[src/rtl/fetch_ctrl.sv]
// Instruction-fetch sequencer: next-PC selection, imem handshake, decode hand-off and redirects.
module fetch_ctrl #(
  parameter logic [31:0] RESET_VECTOR = 32'h0000_0000,
  parameter logic [31:0] TRAP_VECTOR  = 32'h0000_0010
) (
  input  logic        clk,
  input  logic        res,
  input  logic [31:0] pc_cur,
  output logic [31:0] pc_next,
  output logic        imem_req,
  output logic [31:0] imem_addr,
  input  logic        imem_gnt,
  input  logic        imem_rvalid,
  input  logic [31:0] imem_rdata,
  input  logic        redirect_valid,
  input  logic [31:0] redirect_target,
  output logic        inst_valid,
  output logic [31:0] inst_out,
  output logic [31:0] inst_pc,
  input  logic        id_ready,
  output logic        misalign_err
);

  typedef enum logic [2:0] {
    S_IDLE,
    S_REQ,
    S_WAIT,
    S_HOLD,
    S_DROP
  } state_e;

  state_e      state_q, state_d;
  logic        inst_valid_q, inst_valid_d;
  logic [31:0] inst_out_q, inst_out_d;
  logic        misalign_err_q, misalign_err_d;
  logic        tgt_misaligned;
  logic [31:0] eff_target;

  always_comb begin
    tgt_misaligned = (redirect_target[1:0] != 2'b00);
    eff_target     = tgt_misaligned ? TRAP_VECTOR : redirect_target;
    state_d        = state_q;
    pc_next        = pc_cur;
    inst_out_d     = inst_out_q;
    misalign_err_d = redirect_valid && tgt_misaligned;

    case (state_q)
      S_IDLE: begin
        pc_next = redirect_valid ? eff_target : RESET_VECTOR;
        state_d = S_REQ;
      end
      S_REQ: begin
        if (redirect_valid) begin
          pc_next = eff_target;
          if (imem_gnt) state_d = S_DROP;
        end else if (imem_gnt) begin
          state_d = S_WAIT;
        end
      end
      S_WAIT: begin
        if (redirect_valid) begin
          pc_next = eff_target;
          state_d = imem_rvalid ? S_REQ : S_DROP;
        end else if (imem_rvalid) begin
          inst_out_d = imem_rdata;
          state_d    = S_HOLD;
        end
      end
      S_HOLD: begin
        if (redirect_valid) begin
          pc_next = eff_target;
          state_d = S_REQ;
        end else if (id_ready) begin
          pc_next = pc_cur + 32'd4;
          state_d = S_REQ;
        end
      end
      S_DROP: begin
        if (redirect_valid) pc_next = eff_target;
        if (imem_rvalid) state_d = S_REQ;
      end
      default: state_d = S_IDLE;
    endcase

    inst_valid_d = (state_d == S_HOLD);
    if (res) pc_next = RESET_VECTOR;
  end

  always_ff @(posedge clk) begin
    if (res) begin
      state_q        <= S_IDLE;
      inst_valid_q   <= 1'b0;
      inst_out_q     <= '0;
      misalign_err_q <= 1'b0;
    end else begin
      state_q        <= state_d;
      inst_valid_q   <= inst_valid_d;
      inst_out_q     <= inst_out_d;
      misalign_err_q <= misalign_err_d;
    end
  end

  assign imem_req     = (state_q == S_REQ);
  assign imem_addr    = pc_cur;
  assign inst_valid   = inst_valid_q;
  assign inst_out     = inst_out_q;
  assign inst_pc      = pc_cur;
  assign misalign_err = misalign_err_q;

endmodule

[config.mk]
export PLATFORM = sky130hd
export DESIGN_NAME = fetch_ctrl
export DESIGN_NICKNAME = d
export VERILOG_FILES = /design/src/rtl/fetch_ctrl.sv
export SDC_FILE = /design/constraint.sdc
export NUM_CORES = 1
export LEC_CHECK = 0
export BUFFER_PORTS_ARGS = -buffer_cell sky130_fd_sc_hd__buf_4
export CAP_MARGIN = 20
export CORE_MARGIN = 2
export CORE_UTILIZATION = 30
export CTS_CLUSTER_DIAMETER = 100
export DETAILED_ROUTE_END_ITERATION = 8
export PLACE_DENSITY = 0.68
export SLEW_MARGIN = 40
export SYNTH_ARGS = -nofsm -noshare
export SYNTH_HDL_FRONTEND = slang
export SYNTH_SLANG_ARGS = --single-unit
[constraint.sdc]
create_clock -name clk -period 2.6 [get_ports clk]
set_input_delay 0.26 -clock clk [delete_from_list [all_inputs] [get_ports clk]]
set_output_delay 0.26 -clock clk [all_outputs]
set_load 0.005 [all_outputs]
* Word level (Yosys, flattened, before mapping)
Index checks and enable logic that the tools add are counted.
Cells by class: equal/unequal tests 5, reductions and logical operators 5, bitwise logic cells 1, $add $sub $neg 1, mux-type cells 17
Operators by type and width (count):
- $mux W32 | 6
- $pmux W32 S3 | 1
- $add A32 B3 Y32 const B | 1
- $mux W3 | 9
- $pmux W3 S5 | 1
- $eq A3 B2 Y1 const B | 3
- $eq A3 B1 Y1 const B | 1
- $eq A3 B3 Y1 const B | 1
- $logic_not A3 Y1 | 1
- $reduce_and A3 Y1 | 1
- $reduce_or A3 Y1 | 1
- $reduce_bool A2 Y1 | 1
- $logic_and A1 B1 Y1 | 1
- $not A1 Y1 | 1
Word-level totals: logic and storage cells 33, bits in registers 37, output and inout port bits 131, input port bits 102

* Longest topological paths before layout
Gate-level depths: netlist of the first run.
word-level depth 5, gate-level depth with buffers 8, mapped depth without buffers 6

* Least setup slack after synthesis of the first run
Ideal clock, no wire load.
path kind in2out, from input pc_cur[2], to output pc_next[26], data required time 2.340 ns, path slack 0.607 ns, buffers on the path 1, arrival time 1.733 ns, stages 7, path through ha_1 nand4_1 or2_2 clkbuf_1 nor4_2 xnor2_1 a2111oi_2
On the way: cells in the longest elaborated chain, start to end 5
Ends and longest elaborated chain:
- start, declared | RTL line 8 | input logic [31:0] pc_cur,
- $add A32 B3 Y32 | RTL line 74 | pc_next = pc_cur + 32'd4;
- $mux W32 | RTL line 73 | end else if (id_ready) begin
- $mux W32 | RTL line 70 | if (redirect_valid) begin
- $pmux W32 S3 | RTL line 47 | case (state_q)
- $mux W32 | RTL line 86 | if (res) pc_next = RESET_VECTOR;
- end, declared | RTL line 9 | output logic [31:0] pc_next,
Every way passes these cells.

* Worst setup path after layout of the first run
from input pc_cur[13], to output pc_next[27]
Same word-level chain as after synthesis.

==> out/summary.md, run 1 <==
Layout
* **post-route standard cell area excluding fillers** 5679 sq um
* **antenna diode instance count** 0
* **multi-input combinational cell area** 2569 sq um
* **non-filler cells, final** 939
* **share of layout cells above drive strength 1** 37.75%
* **FF+latch area** 742.0 sq um
* **number of filler instances in the final layout** 1,456
* **P&R area growth vs syn** 38.64%
* **Final Net Count** 865

Setup path
* **capture point of the worst reg-to-reg path** inst_out[18]
* **worst setup slack for register-to-register paths** 0.89 ns
* **critical path cell sequence** buf_4, nand4_1, nor4_1, buf_4, nand4_1, o2bb2ai_1, a2111oi_0, buf_4, buf_4
* **CP arrival** 2.23 ns
* **slowest library cell on the worst path** sky130_fd_sc_hd__a2111oi_0
* **most used cell, CP** sky130_fd_sc_hd__buf_4
* **sort of element at the start of the critical path** input port
* **worst path required time** 2.34 ns
* **CP endpoint kind** output pin
* **maximum fanout encountered on the critical timing path** 7
* **critical path class** in -> out
* **FF-to-FF Start** state_q[2]
* **worst reg-to-reg path cell count** 7
* **peak per-stage delay on the critical path** 0.45 ns

STA
* **worst setup margin** 0.1102 ns
* **RSZ-0062 raised after global routing** no
* **worst slew margin relative to its limit** 57.00%
* **post-route worst hold slack** 0.2320 ns
* **count of endpoints failing setup in the final report** 0
* **maximum clock skew at final layout** 0.004417 ns
* **upper clock frequency limit** 401.6 MHz
* **count of final max-slew check failures** 0
* **final hold violations** 0
* **shortest clock period the worst path allows after layout** 2.490 ns
* **transition time at the pin with the least slew margin** 0.6443 ns
* **Sum Neg Setup Slack** 0 ns
* **fraction of the cycle the final worst path needs** 95.76%

Die
* **core region area** 13,300 sq um
* **standard-cell row count** 42
* **overall die height** 120.9 um
* **Die Outline Area** 14,610 sq um
* **effective utilization at floorplan** 30.81%
* **IO Count** 233
* **DIE WIDTH** 120.9 um

Synth
* **Synthesized Nets** 711
* **number of instances in the synthesized netlist** 608
* **multiplexer share of the synthesized area** 0.4887%
* **yosys warns** 0
* **Post-Synth XOR/XNOR Area** 2.566%
* **combinational family with the most area after synthesis** simple AND/OR/NAND/NOR gates
* **count of cell types in the netlist** 67
* **share of the synthesized area in compound gates (AO/OA/AOI/OAI)** 28.25%
* **simple-gate portion of the synthesized area** 29.11%
* **top flip-flop cell by instance count after synthesis** sky130_fd_sc_hd__dfxtp_1
* **Post-Syn Area per Cell** 6.738 sq um
* **number of synthesized flops with an enable pin** 0
* **number of flip-flops and latches in the synthesized netlist** 37
* **sequential cell area fraction in the yosys report** 18.08%
* **fraction of synthesis flops using an asynchronous set or reset pin** 0%
* **netlist area before placement** 4096 sq um
* **adder-cell share of the synthesized area** 2.016%

Clock tree
* **post-CTS setup repair buffer count** 0
* **CTS tree** yes
* **cell at the root of the clock tree** sky130_fd_sc_hd__clkbuf_16
* **H-tree lvl count** 2
* **clock tree sinks** 37
* **clock transition at the registers of the reported paths** 0.06 ns
* **CTS Buffer Depth** 2
* **TritonCTS buffer count** 5
* **source-to-sink clock delay at the later pin of the worst-skew pair** 0.27 ns

Hold path
* **source of the worst hold timing path** imem_rdata[6]
* **endpoint of the worst hold path** inst_out[6]
* **class of the most critical hold timing path** in -> reg
* **cell count of the worst hold path** 3

Global route
* **global-route wire length before repair** 24,250 um
* **via count of the first global-routing pass** 4,536
* **total routing resource utilization after global routing** 20.50%
* **total gr overflow** 0
* **number of antenna violations at the first check in global routing** 0
* **largest net degree at the start of global routing** 41

Power
* **Leak** 0.002395 uW
* **logic gate share of total power** 36.9%
* **Switching Fraction** 31.08%
* **relative contribution of sequential cells to total power** 31.8%
* **portion of total power attributed to the clock network** 31.3%
* **cell internal pwr** 1260 uW
* **switching component of the power** 568.3 uW
* **power density over cell area** 321.9 nW/um^2
* **IR Drop Worst-Case VDD** 0.0002584 V

Routing
* **initial DRC count** 516
* **number of remaining DRC errors** 0
* **post-DR vias/cell** 5.338
* **via count** 5,012
* **WL per Instance** 16.93 um
* **ANT nets after route** 0
* **Routed Wire Length** 15,900 um
* **DR pass1 iterations** 5

Status
* **run status** finished, final reports clean

Placed design
* **cell area after placement** 5533 sq um
* **IO Port Bufs** 232
* **GP Congestion** 0.9095
* **setup slack after placement** 0.2171 ns
* **DP Wirelength** 12,070 um
* **number of cells after detailed placement** 931

Job
* **max capacitance violation total** 0

==> timing repair <==
| item | in CTS | in global routing |
|---|---|---|
| hold buffers | 0 | 0 |
| resized for setup | 1 | 3 |
| endpoints found under the setup margin | 1 | 3 |
==> worst max path at each step <==
stage / from / end / slack (ns)
after global placement: pc_cur[13] / pc_next[27] / 0.26
final: pc_cur[13] / pc_next[27] / 0.11
after detailed placement: pc_cur[17] / pc_next[27] / 0.22
after global routing: state_q[0] / pc_next[3] / 0.002
after CTS: state_q[0] / pc_next[3] / 0.13
after floorplan: pc_cur[2] / pc_next[26] / 0.61
==> registers in the layout, indices dropped and copies added (netlist names) <==
register	count
inst_out	32
state_q	3
inst_valid	1
misalign_err	1
==> layout by cell type (no fill, tap or decap), types with 3 or more instances in the layout <==
cell / Yosys / final
sky130_fd_sc_hd__dfxtp_1: 37 / 36
sky130_fd_sc_hd__buf_4: 65 / 262
sky130_fd_sc_hd__a221oi_1: 3 / 3
sky130_fd_sc_hd__xor2_1: 5 / 5
sky130_fd_sc_hd__nand3_1: 19 / 19
sky130_fd_sc_hd__nor4_1: 9 / 9
sky130_fd_sc_hd__xnor2_1: 7 / 7
sky130_fd_sc_hd__nand2_1: 95 / 93
sky130_fd_sc_hd__a31oi_1: 3 / 3
sky130_fd_sc_hd__a32o_1: 5 / 5
sky130_fd_sc_hd__a2111oi_2: 3 / 3
sky130_fd_sc_hd__o21ai_0: 28 / 28
sky130_fd_sc_hd__clkbuf_16: 0 / 5
sky130_fd_sc_hd__or4_1: 5 / 5
sky130_fd_sc_hd__nor2b_1: 4 / 4
sky130_fd_sc_hd__nand4_1: 10 / 10
sky130_fd_sc_hd__nor3_1: 18 / 17
sky130_fd_sc_hd__inv_1: 6 / 6
sky130_fd_sc_hd__and3_1: 7 / 7
sky130_fd_sc_hd__and4_1: 5 / 5
sky130_fd_sc_hd__or2_2: 4 / 4
sky130_fd_sc_hd__nor2_1: 46 / 46
sky130_fd_sc_hd__maj3_1: 7 / 7
sky130_fd_sc_hd__o31a_1: 3 / 3
sky130_fd_sc_hd__nand2b_1: 5 / 5
sky130_fd_sc_hd__o22a_1: 6 / 6
sky130_fd_sc_hd__a211oi_1: 16 / 16
sky130_fd_sc_hd__a21oi_1: 86 / 86
sky130_fd_sc_hd__a21o_1: 3 / 3
sky130_fd_sc_hd__a41oi_1: 3 / 3
sky130_fd_sc_hd__o211ai_1: 3 / 3
==> metrics by stage <==
step / total power (uW) / utilization [%]
finish: 1828 / 42.72
global route: 1932 / 42.72
CTS: 1843 / 42.67
detailed placement: 1262 / 41.61
global placement: 1260 / 41.61
floorplan: 963.9 / -
==> critical path: cells and delay by family <==
kind / cells / cell delay, ns
and+or+nand+nor: 3 / 0.75
buffers and inverters: 4 / 0.62
AOI/OAI and AO/OA: 2 / 0.60
==> cell families after synthesis <==
kind of cell | after synthesis
xor+xnor | 12
simple gates | 244
compound gates | 183
mux | 2
flops | 37
fa+ha+maj | 8
buf+inv | 122
==> power groups by stage <==
| stage | clock network [uW] | registers [uW] | logic [uW] |
|---|---|---|---|
| finish | 573 | 581 | 675 |
| floorplan | 0 | 590 | 374 |
| global placement | 0 | 593 | 667 |
| detailed placement | 0 | 593 | 669 |
| global route | 616 | 582 | 734 |
| CTS | 589 | 581 | 672 |
==> synthesized netlist by cell type, types with 4 or more instances <==
| cell | count | area [sq um] |
|---|---|---|
| sky130_fd_sc_hd__xnor2_1 | 7 | 61.31 |
| sky130_fd_sc_hd__nor2_1 | 46 | 172.7 |
| sky130_fd_sc_hd__clkbuf_1 | 34 | 127.6 |
| sky130_fd_sc_hd__and4_1 | 5 | 43.79 |
| sky130_fd_sc_hd__inv_1 | 6 | 22.52 |
| sky130_fd_sc_hd__and3_1 | 7 | 43.79 |
| sky130_fd_sc_hd__buf_2 | 4 | 20.02 |
| sky130_fd_sc_hd__nand4_1 | 10 | 62.56 |
| sky130_fd_sc_hd__buf_4 | 65 | 488.0 |
| sky130_fd_sc_hd__nand2b_1 | 5 | 31.28 |
| sky130_fd_sc_hd__nor2b_1 | 4 | 25.02 |
| sky130_fd_sc_hd__nor4_1 | 9 | 56.30 |
| sky130_fd_sc_hd__a32o_1 | 5 | 50.05 |
| sky130_fd_sc_hd__o22a_1 | 6 | 52.55 |
| sky130_fd_sc_hd__dfxtp_1 | 37 | 740.7 |
| sky130_fd_sc_hd__buf_1 | 6 | 22.52 |
| sky130_fd_sc_hd__nand3_1 | 19 | 95.09 |
| sky130_fd_sc_hd__nor3_1 | 18 | 90.09 |
| sky130_fd_sc_hd__clkbuf_8 | 4 | 55.05 |
| sky130_fd_sc_hd__nand2_1 | 95 | 356.6 |
| sky130_fd_sc_hd__a211oi_1 | 16 | 120.1 |
| sky130_fd_sc_hd__a21oi_1 | 86 | 430.4 |
| sky130_fd_sc_hd__xor2_1 | 5 | 43.79 |
| sky130_fd_sc_hd__or2_2 | 4 | 25.02 |
| sky130_fd_sc_hd__maj3_1 | 7 | 70.07 |
| sky130_fd_sc_hd__or4_1 | 5 | 37.54 |
| sky130_fd_sc_hd__o21ai_0 | 28 | 140.1 |
==> per-layer routing <==
layer  part of all wire [%]  up-vias  global-route usage, %
li1                       -     2421                      -
met2                     46      241                  32.76
met1                     44     2322                  29.15
met3                    7.2       28                  3.008
met4                    2.1        0                  4.288
met5                      0        -                      0
==> area by class of cell <==
class	count	area share (%)
timing repair buffer	263	34.99
clock buffer	6	2.269
inverter	6	0.3966
clock inverter	2	0.1763
tap	176	3.878
sequential	37	13.06
multi-input combinational	449	45.23
Note: power is estimated with default switching activity, not from simulation.
==> run 2, diff against run 1 <==
--- a/config.mk
+++ b/config.mk
@@ -7,2 +7,3 @@
 export LEC_CHECK = 0
+export ABC_AREA = 1
 export BUFFER_PORTS_ARGS = -buffer_cell sky130_fd_sc_hd__buf_4
==> constraint.sdc (replaced) <==
create_clock -name clk -period 2.6 [get_ports clk]
set_input_delay 0.13 -clock clk [delete_from_list [all_inputs] [get_ports clk]]
set_output_delay 0.13 -clock clk [all_outputs]
set_load 0.005 [all_outputs]
==> run 2 against run 1 <==
Against the previous run:
- power increased by 0.65%
- synthesized cell count increased by 22%
- cell count increased by 14%
- via count increased by 3.7%
- clock power increased by 1%
- critical path depth decreased by 1
- die area increased by 2.1%
- sequential share of layout area decreased by 0.10 points
- core utilization decreased by 1.2 points
- global-route usage decreased by 1.1 points
- clock skew decreased by 0.00085 ns
- flip-flop and latch count unchanged
- critical endpoint is now pc_next[4]
- largest power group unchanged
==> out/summary.md, run 2 <==
Setup path
* **critical path class** reg -> out
* **CP arrival** 2.05 ns, -0.18 ns
* **cell family with most CP delay** buffers and inverters
* **worst path required time** 2.47 ns, +0.13 ns
* **critical path cell sequence** nor2_2, inv_2, nand2_1, buf_4, inv_1, nor2_1, a211oi_1, buf_4
* **sort of element at the start of the critical path** flip-flop
* **most used cell, CP** sky130_fd_sc_hd__buf_4
* **maximum fanout encountered on the critical timing path** 46, +39
* **peak per-stage delay on the critical path** 0.47 ns, +0.02 ns
* **Crit path buffers/inverters** 4, unchanged
* **CP endpoint kind** output pin
* **slowest library cell on the worst path** sky130_fd_sc_hd__dfxtp_1

Placed design
* **cell area after placement** 5573 sq um, +0.72%
* **number of cells after detailed placement** 1,065, +14%
* **IO Port Bufs** 232, unchanged
* **GP Congestion** 0.8773, -3.5%
* **DP Wirelength** 11,430 um, -5.3%

Layout
* **max reg flops** 32, unchanged
* **non-filler cells, final** 1,073, +14%
* **Final Net Count** 995, +15%
* **number of filler instances in the final layout** 1,530, +5.1%
* **most used cells in the layout excluding fill and tap cells** sky130_fd_sc_hd__buf_4, sky130_fd_sc_hd__nand2_1, sky130_fd_sc_hd__nor2_1
* **post-route standard cell area excluding fillers** 5715 sq um, +0.64%
* **antenna diode instance count** 0, unchanged
* **P&R area growth vs syn** 36.60%
* **share of layout cells above drive strength 1** 31.35%, -6.4 points
* **most frequent standard cell in the layout excluding fill and tap cells** sky130_fd_sc_hd__buf_4

Synth
* **fraction of synthesis flops using an asynchronous set or reset pin** 0%, unchanged
* **Yosys top cell area share** 17.70%, -0.38 points
* **multiplexer share of the synthesized area** 0%, -0.49 points
* **Synthesized Nets** 847, +19%
* **netlist area before placement** 4184 sq um, +2.1%
* **number of synthesized flops with an enable pin** 0, unchanged
* **cell types occupying the most area after synthesis** sky130_fd_sc_hd__dfxtp_1, sky130_fd_sc_hd__nand2_1, sky130_fd_sc_hd__nor2_1
* **top flip-flop cell by instance count after synthesis** sky130_fd_sc_hd__dfxtp_1
* **share of the synthesized area in compound gates (AO/OA/AOI/OAI)** 21.20%, -7.1 points
* **most frequent cells after synthesis** sky130_fd_sc_hd__nand2_1, sky130_fd_sc_hd__nor2_1, sky130_fd_sc_hd__o21ai_0
* **Post-Synth XOR/XNOR Area** 1.256%, -1.3 points
* **sequential cell area fraction in the yosys report** 17.70%, -0.38 points
* **simple-gate portion of the synthesized area** 37.80%, +8.7 points
* **number of instances in the synthesized netlist** 744, +22%
* **Post-Syn Area per Cell** 5.624 sq um, -17%
* **count of cell types in the netlist** 35, -48%
* **most used standard cell by instance count after synthesis** sky130_fd_sc_hd__nand2_1
* **combinational family with the most area after synthesis** simple AND/OR/NAND/NOR gates
* **yosys warns** 0, unchanged
* **adder-cell share of the synthesized area** 0.2990%, -1.7 points
* **number of flip-flops and latches in the synthesized netlist** 37, unchanged
* **top cell type by total area after synthesis** sky130_fd_sc_hd__dfxtp_1

Clock tree
* **clock tree sinks** 37, unchanged
* **count of cells resized by post-cts repair** 0, -1
* **clock transition at the registers of the reported paths** 0.06 ns, about the same
* **source-to-sink clock delay at the later pin of the worst-skew pair** 0.27 ns, about the same
* **TritonCTS buffer count** 5, unchanged
* **CTS tree** yes
* **cell at the root of the clock tree** sky130_fd_sc_hd__clkbuf_16
* **post-CTS setup repair buffer count** 0, unchanged
* **H-tree lvl count** 2, unchanged
* **CTS Buffer Depth** 2, unchanged
* **post-cts hold buffer count** 0, unchanged

Global route
* **global-route wire length before repair** 23,520 um, -3.0%
* **total gr overflow** 0, unchanged
* **largest net degree at the start of global routing** 56, +37%
* **number of antenna violations at the first check in global routing** 0, unchanged
* **via count of the first global-routing pass** 4,761, +5.0%
* **total routing resource utilization after global routing** 19.35%, -1.1 points

Die
* **core region area** 13,770 sq um, +3.6%
* **overall die height** 122.1 um, +1.0%
* **IO Count** 233, unchanged
* **DIE WIDTH** 122.1 um, +1.0%
* **standard-cell row count** 43, +2.4%
* **effective utilization at floorplan** 30.38%, -0.43 points
* **Die Outline Area** 14,910 sq um, +2.1%

STA
* **fraction of the cycle the final worst path needs** 83.69%, -12 points
* **Sum Neg Setup Slack** 0 ns, unchanged
* **worst slew margin relative to its limit** 61.17%, +4.2 points
* **RSZ-0062 raised after global routing** no
* **transition time at the pin with the least slew margin** 0.5818 ns, -0.06252 ns
* **upper clock frequency limit** 459.6 MHz, +14%
* **final hold violations** 0, unchanged
* **post-route worst hold slack** 0.1077 ns, -0.1243 ns
* **count of final max-slew check failures** 0, unchanged
* **count of endpoints failing setup in the final report** 0, unchanged
* **shortest clock period the worst path allows after layout** 2.176 ns, -0.3140 ns
* **maximum clock skew at final layout** 0.003563 ns, -0.0008535 ns

Routing
* **ANT nets after route** 0, unchanged
* **DR pass1 iterations** 6, +1
* **Routed Wire Length** 14,950 um, -5.9%
* **met1 wire length** 6523 um, -7.4%
* **post-DR vias/cell** 4.842, -9.3%
* **via count** 5,195, +3.7%
* **amount of wire on met3 after detailed routing** 1146 um, -0.52%
* **number of remaining DRC errors** 0, unchanged
* **initial DRC count** 423, -18%
* **highest signal layer in the routed design** met4
* **routed wl met2** 7130 um, -3.3%
* **WL per Instance** 13.94 um, -18%

Power
* **Leak** 0.002801 uW, +17%
* **power consumption** 1840 uW, +0.65%
* **power density over cell area** 322.0 nW/um^2, about the same
* **IR Drop Worst-Case VDD** 0.0002494 V, -3.5%

Status
* **run status** finished, final reports clean

Job
* **max capacitance violation total** 0, unchanged

Hold path
* **class of the most critical hold timing path** in -> reg

## run 2: cell count changes after synthesis, sizes merged, moves of 7 or more
| cell | change |
|---|---|
| and3 | -7 |
| a21oi | -14 |
| o21ai | +49 |
| maj3 | -7 |
| a211oi | -15 |
| xnor2 | -7 |
| nand2 | +53 |
| inv | +63 |
| nand3 | +16 |
| nor4 | -8 |
| buf | +7 |
| clkbuf | -22 |
| nor2 | +103 |
## run 2: area by class of cell
cell class / count / area, sq um / share of cell area, %
Clock inverter: 3 / 17.52 / 0.3065
Tap cell: 180 / 225.2 / 3.940
Sequential cell: 37 / 740.7 / 12.96
Timing Repair Buffer: 240 / 1814 / 31.74
Inverter: 69 / 259.0 / 4.532
Multi-Input combinational cell: 539 / 2534 / 44.33
Clock buffer: 5 / 125.1 / 2.189
## run 2: through the flow
stage | setup slack (ns) | util (%)
after floorplan | 1.181 | -
after global placement | 0.7401 | 40.46
after detailed placement | 0.7186 | 40.46
after CTS | 0.4341 | 41.50
after global routing | 0.2387 | 41.50
final | 0.4242 | 41.50
## run 2: final timing paths
kind                            slack [ns]           start            to  cells after the start
worst max-delay path                  0.42      state_q[1]    pc_next[4]                      8
worst min-delay path                  0.11  imem_rdata[22]  inst_out[22]                      3
worst min register to register        0.48     inst_out[1]   inst_out[1]                      2
worst max register to register        0.75      state_q[1]    state_q[1]                      8
## run 2: where the power goes
group | internal, uW | switching, uW | leakage, uW
Sequential | 576 | 7.90 | 0.000299
Combinational | 317 | 361 | 0.00243
Clock | 351 | 228 | 0.0000696
## run 2: logic make-up (layout without fill, tap and decap cells)
family          count (synthesis)  after routing
simple gates                  364            364
flops                          37             37
fa+ha+maj                       1              1
buf+inv                       168            317
compound gates                168            168
xor+xnor                        6              6
## run 2: worst reg2reg max path: cells and delay by family (launching register included)
kind	cells	cell delay [ns]
DFF	1	0.38
and+or+nand+nor	3	0.32
AOI/OAI and AO/OA	1	0.31
buffers and inverters	4	0.79
## run 2: layer usage
metal | GRT usage (%) | up-vias
met5 | 0 | -
met4 | 4.095 | 0
met3 | 1.919 | 17
met2 | 33.17 | 236
met1 | 26.27 | 2296
li1 | - | 2646
==> run 3, diff against run 2 <==
- ABC_AREA: 1 -> 0
- clock period: 2.6 -> 2.2 ns (I/O delays scaled with it)
==> run 3 against run 2 <==
Against the previous run:
- worst hold slack lost 0.028 ns
- die area shrank 2.0%
- first-iteration DRC count grew 11%
- sequential share of layout area shrank 0.26 points
- register-to-register slack lost 0.25 ns
- wire length grew 8.9%
- core utilization grew 3.0 points
- non-clock buffer count grew 40
- power grew 28%
- combinational power grew 23%
- final area grew 3.6%
- clock skew grew 0.0024 ns
==> out/summary.md, run 3 (synthesized netlist as in run 1, its figures left out) <==
Status
* **run status** finished, final reports clean

Routing
* **initial DRC count** 471, +11%
* **DR pass1 iterations** 5, -1
* **Routed Wire Length** 16,290 um, +8.9%
* **WL per Instance** 17.04 um, +22%
* **via count** 5,094, -1.9%
* **ANT nets after route** 0, unchanged
* **post-DR vias/cell** 5.328, +10%
* **number of remaining DRC errors** 0, unchanged

Setup path
* **Setup crit end** pc_next[21]
* **CP endpoint kind** output pin
* **Crit path buffers/inverters** 3, -1
* **worst setup slack for register-to-register paths** 0.50 ns, -0.25 ns
* **Crit path depth** 8, unchanged
* **crit path from** state_q[1]
* **critical path class** reg -> out
* **sort of element at the start of the critical path** flip-flop
* **CP arrival** 2.03 ns, -0.02 ns
* **critical path cell sequence** buf_4, or3_1, a21oi_2, buf_4, nand3_1, nor2_1, o32ai_1, buf_4
* **worst path required time** 2.09 ns, -0.38 ns
* **FF-to-FF Start** state_q[2]
* **maximum fanout encountered on the critical timing path** 8, -83%
* **peak per-stage delay on the critical path** 0.38 ns, -0.09 ns
* **worst reg-to-reg path cell count** 7, -1
* **slowest library cell on the worst path** sky130_fd_sc_hd__or3_1
* **capture point of the worst reg-to-reg path** inst_out[12]
* **cell family with most CP delay** simple AND/OR/NAND/NOR gates
* **most used cell, CP** sky130_fd_sc_hd__buf_4

STA
* **count of final max-slew check failures** 0, unchanged
* **worst slew margin relative to its limit** 64.10%, +2.9 points
* **upper clock frequency limit** 466.9 MHz
* **final hold violations** 0, unchanged
* **count of endpoints failing setup in the final report** 0, unchanged
* **shortest clock period the worst path allows after layout** 2.142 ns
* **Sum Neg Setup Slack** 0 ns, unchanged
* **fraction of the cycle the final worst path needs** 97.36%
* **transition time at the pin with the least slew margin** 0.5379 ns, -0.04396 ns
* **maximum clock skew at final layout** 0.005941 ns, +0.002378 ns

Clock tree
* **CTS tree** yes
* **clock transition at the registers of the reported paths** 0.06 ns, about the same
* **post-cts hold buffer count** 0, unchanged
* **H-tree lvl count** 2, unchanged
* **CTS Buffer Depth** 2, unchanged
* **clock tree sinks** 37, unchanged
* **source-to-sink clock delay at the later pin of the worst-skew pair** 0.28 ns, about the same
* **TritonCTS buffer count** 5, unchanged
* **cell at the root of the clock tree** sky130_fd_sc_hd__clkbuf_16

Placed design
* **number of cells after detailed placement** 948, -11%
* **cell area after placement** 5673 sq um, +1.8%
* **DP Wirelength** 12,390 um, +8.4%
* **IO Port Bufs** 232, unchanged
* **GP Congestion** 0.9097, +3.7%

Die
* **overall die height** 120.9 um, -1.0%
* **IO Count** 233, unchanged
* **standard-cell row count** 42, -2.3%
* **core region area** 13,300 sq um, -3.5%
* **effective utilization at floorplan** 30.81%, +0.43 points
* **Die Outline Area** 14,610 sq um, -2.0%
* **DIE WIDTH** 120.9 um, -1.0%

Global route
* **largest net degree at the start of global routing** 43, -23%
* **total gr overflow** 0, unchanged
* **global-route wire length before repair** 24,160 um, +2.7%
* **total routing resource utilization after global routing** 20.56%, +1.2 points
* **via count of the first global-routing pass** 4,511, -5.3%
* **number of antenna violations at the first check in global routing** 0, unchanged

Layout
* **number of filler instances in the final layout** 1,439, -5.9%
* **non-filler cells, final** 956, -11%
* **post-route standard cell area excluding fillers** 5919 sq um, +3.6%
* **Final Net Count** 882, -11%
* **P&R area growth vs syn** 44.50%
* **max reg flops** 32, unchanged
* **share of layout cells above drive strength 1** 40.38%, +9.0 points
* **most used cells in the layout excluding fill and tap cells** sky130_fd_sc_hd__buf_4, sky130_fd_sc_hd__nand2_1, sky130_fd_sc_hd__a21oi_1
* **most frequent standard cell in the layout excluding fill and tap cells** sky130_fd_sc_hd__buf_4
* **antenna diode instance count** 0, unchanged

Job
* **max capacitance violation total** 0, unchanged

Hold path
* **class of the most critical hold timing path** in -> reg

Power
* **IR Drop Worst-Case VDD** 0.0003116 V, +25%
* **power consumption** 2350 uW, +28%
* **power density over cell area** 397.0 nW/um^2, +23%
* **Leak** 0.002504 uW, -11%

-- run 3: cell types whose count changed in the layout (fill, tap and decap cells not counted), sizes merged, moves of 15 or more --
cell,before,now
buf,240,280
o21ai,78,29
nand2,148,95
a211oi,1,16
inv,69,6
nand3,35,19
nor2,149,46
-- run 3: area by class of cell --
cell class	instances	area, sq um	share of cell area (%)
clock buffer	6	138.9	2.346
clock inverter	2	37.54	0.6341
inverter	6	22.52	0.3805
multi-input combinational	449	2606	44.03
sequential	37	752.0	12.70
tap	176	220.2	3.720
timing repair buffer	280	2142	36.19
-- run 3: through the flow --
stage	hold slack [ns]	utilization (%)	setup slack, ns
after global routing	0.07398	44.52	-0.01511
after floorplan	0.2460	-	0.3943
after CTS	0.07376	44.03	0.03056
after detailed placement	0.3670	42.67	0.1108
after global placement	0.3582	42.67	0.1504
final	0.07967	44.52	0.05815
-- run 3: power breakdown --
part           switching [uW]  internal, uW  leakage [uW]
clock                     267           565     0.0000831
combinational             411           421       0.00212
sequential               9.48           677      0.000301
total                     687          1660       0.00250
-- run 3: worst min-delay path, stage by stage --
cell,delay [ns]
sky130_fd_sc_hd__buf_4,0.11
sky130_fd_sc_hd__nand2_1,0.04
sky130_fd_sc_hd__a21oi_1,0.05
-- run 3: worst min path at each step --
| stage | slack [ns] | startpoint | cells after the start | end |
|---|---|---|---|---|
| after floorplan | 0.25 | imem_rdata[0] | 2 | inst_out[0] |
| after global placement | 0.36 | imem_rdata[21] | 3 | inst_out[21] |
| after detailed placement | 0.37 | imem_rdata[8] | 3 | inst_out[8] |
| after CTS | 0.07 | imem_rdata[16] | 3 | inst_out[16] |
| after global routing | 0.07 | imem_rdata[24] | 3 | inst_out[24] |
| final | 0.08 | imem_rdata[8] | 3 | inst_out[8] |
-- run 3: timing repair --
| item | in CTS | in global routing |
|---|---|---|
| setup buffers | 0 | 0 |
| resized for setup | 4 | 17 |
| pin swaps | 0 | 1 |
| endpoints found under the setup margin | 6 | 10 |
-- run 3: per-layer routing --
metal	GRT usage [%]	wire length, um
met3	3.102	1294
met1	28.05	6845
met4	3.997	341
met5	0	0
met2	34.38	7806
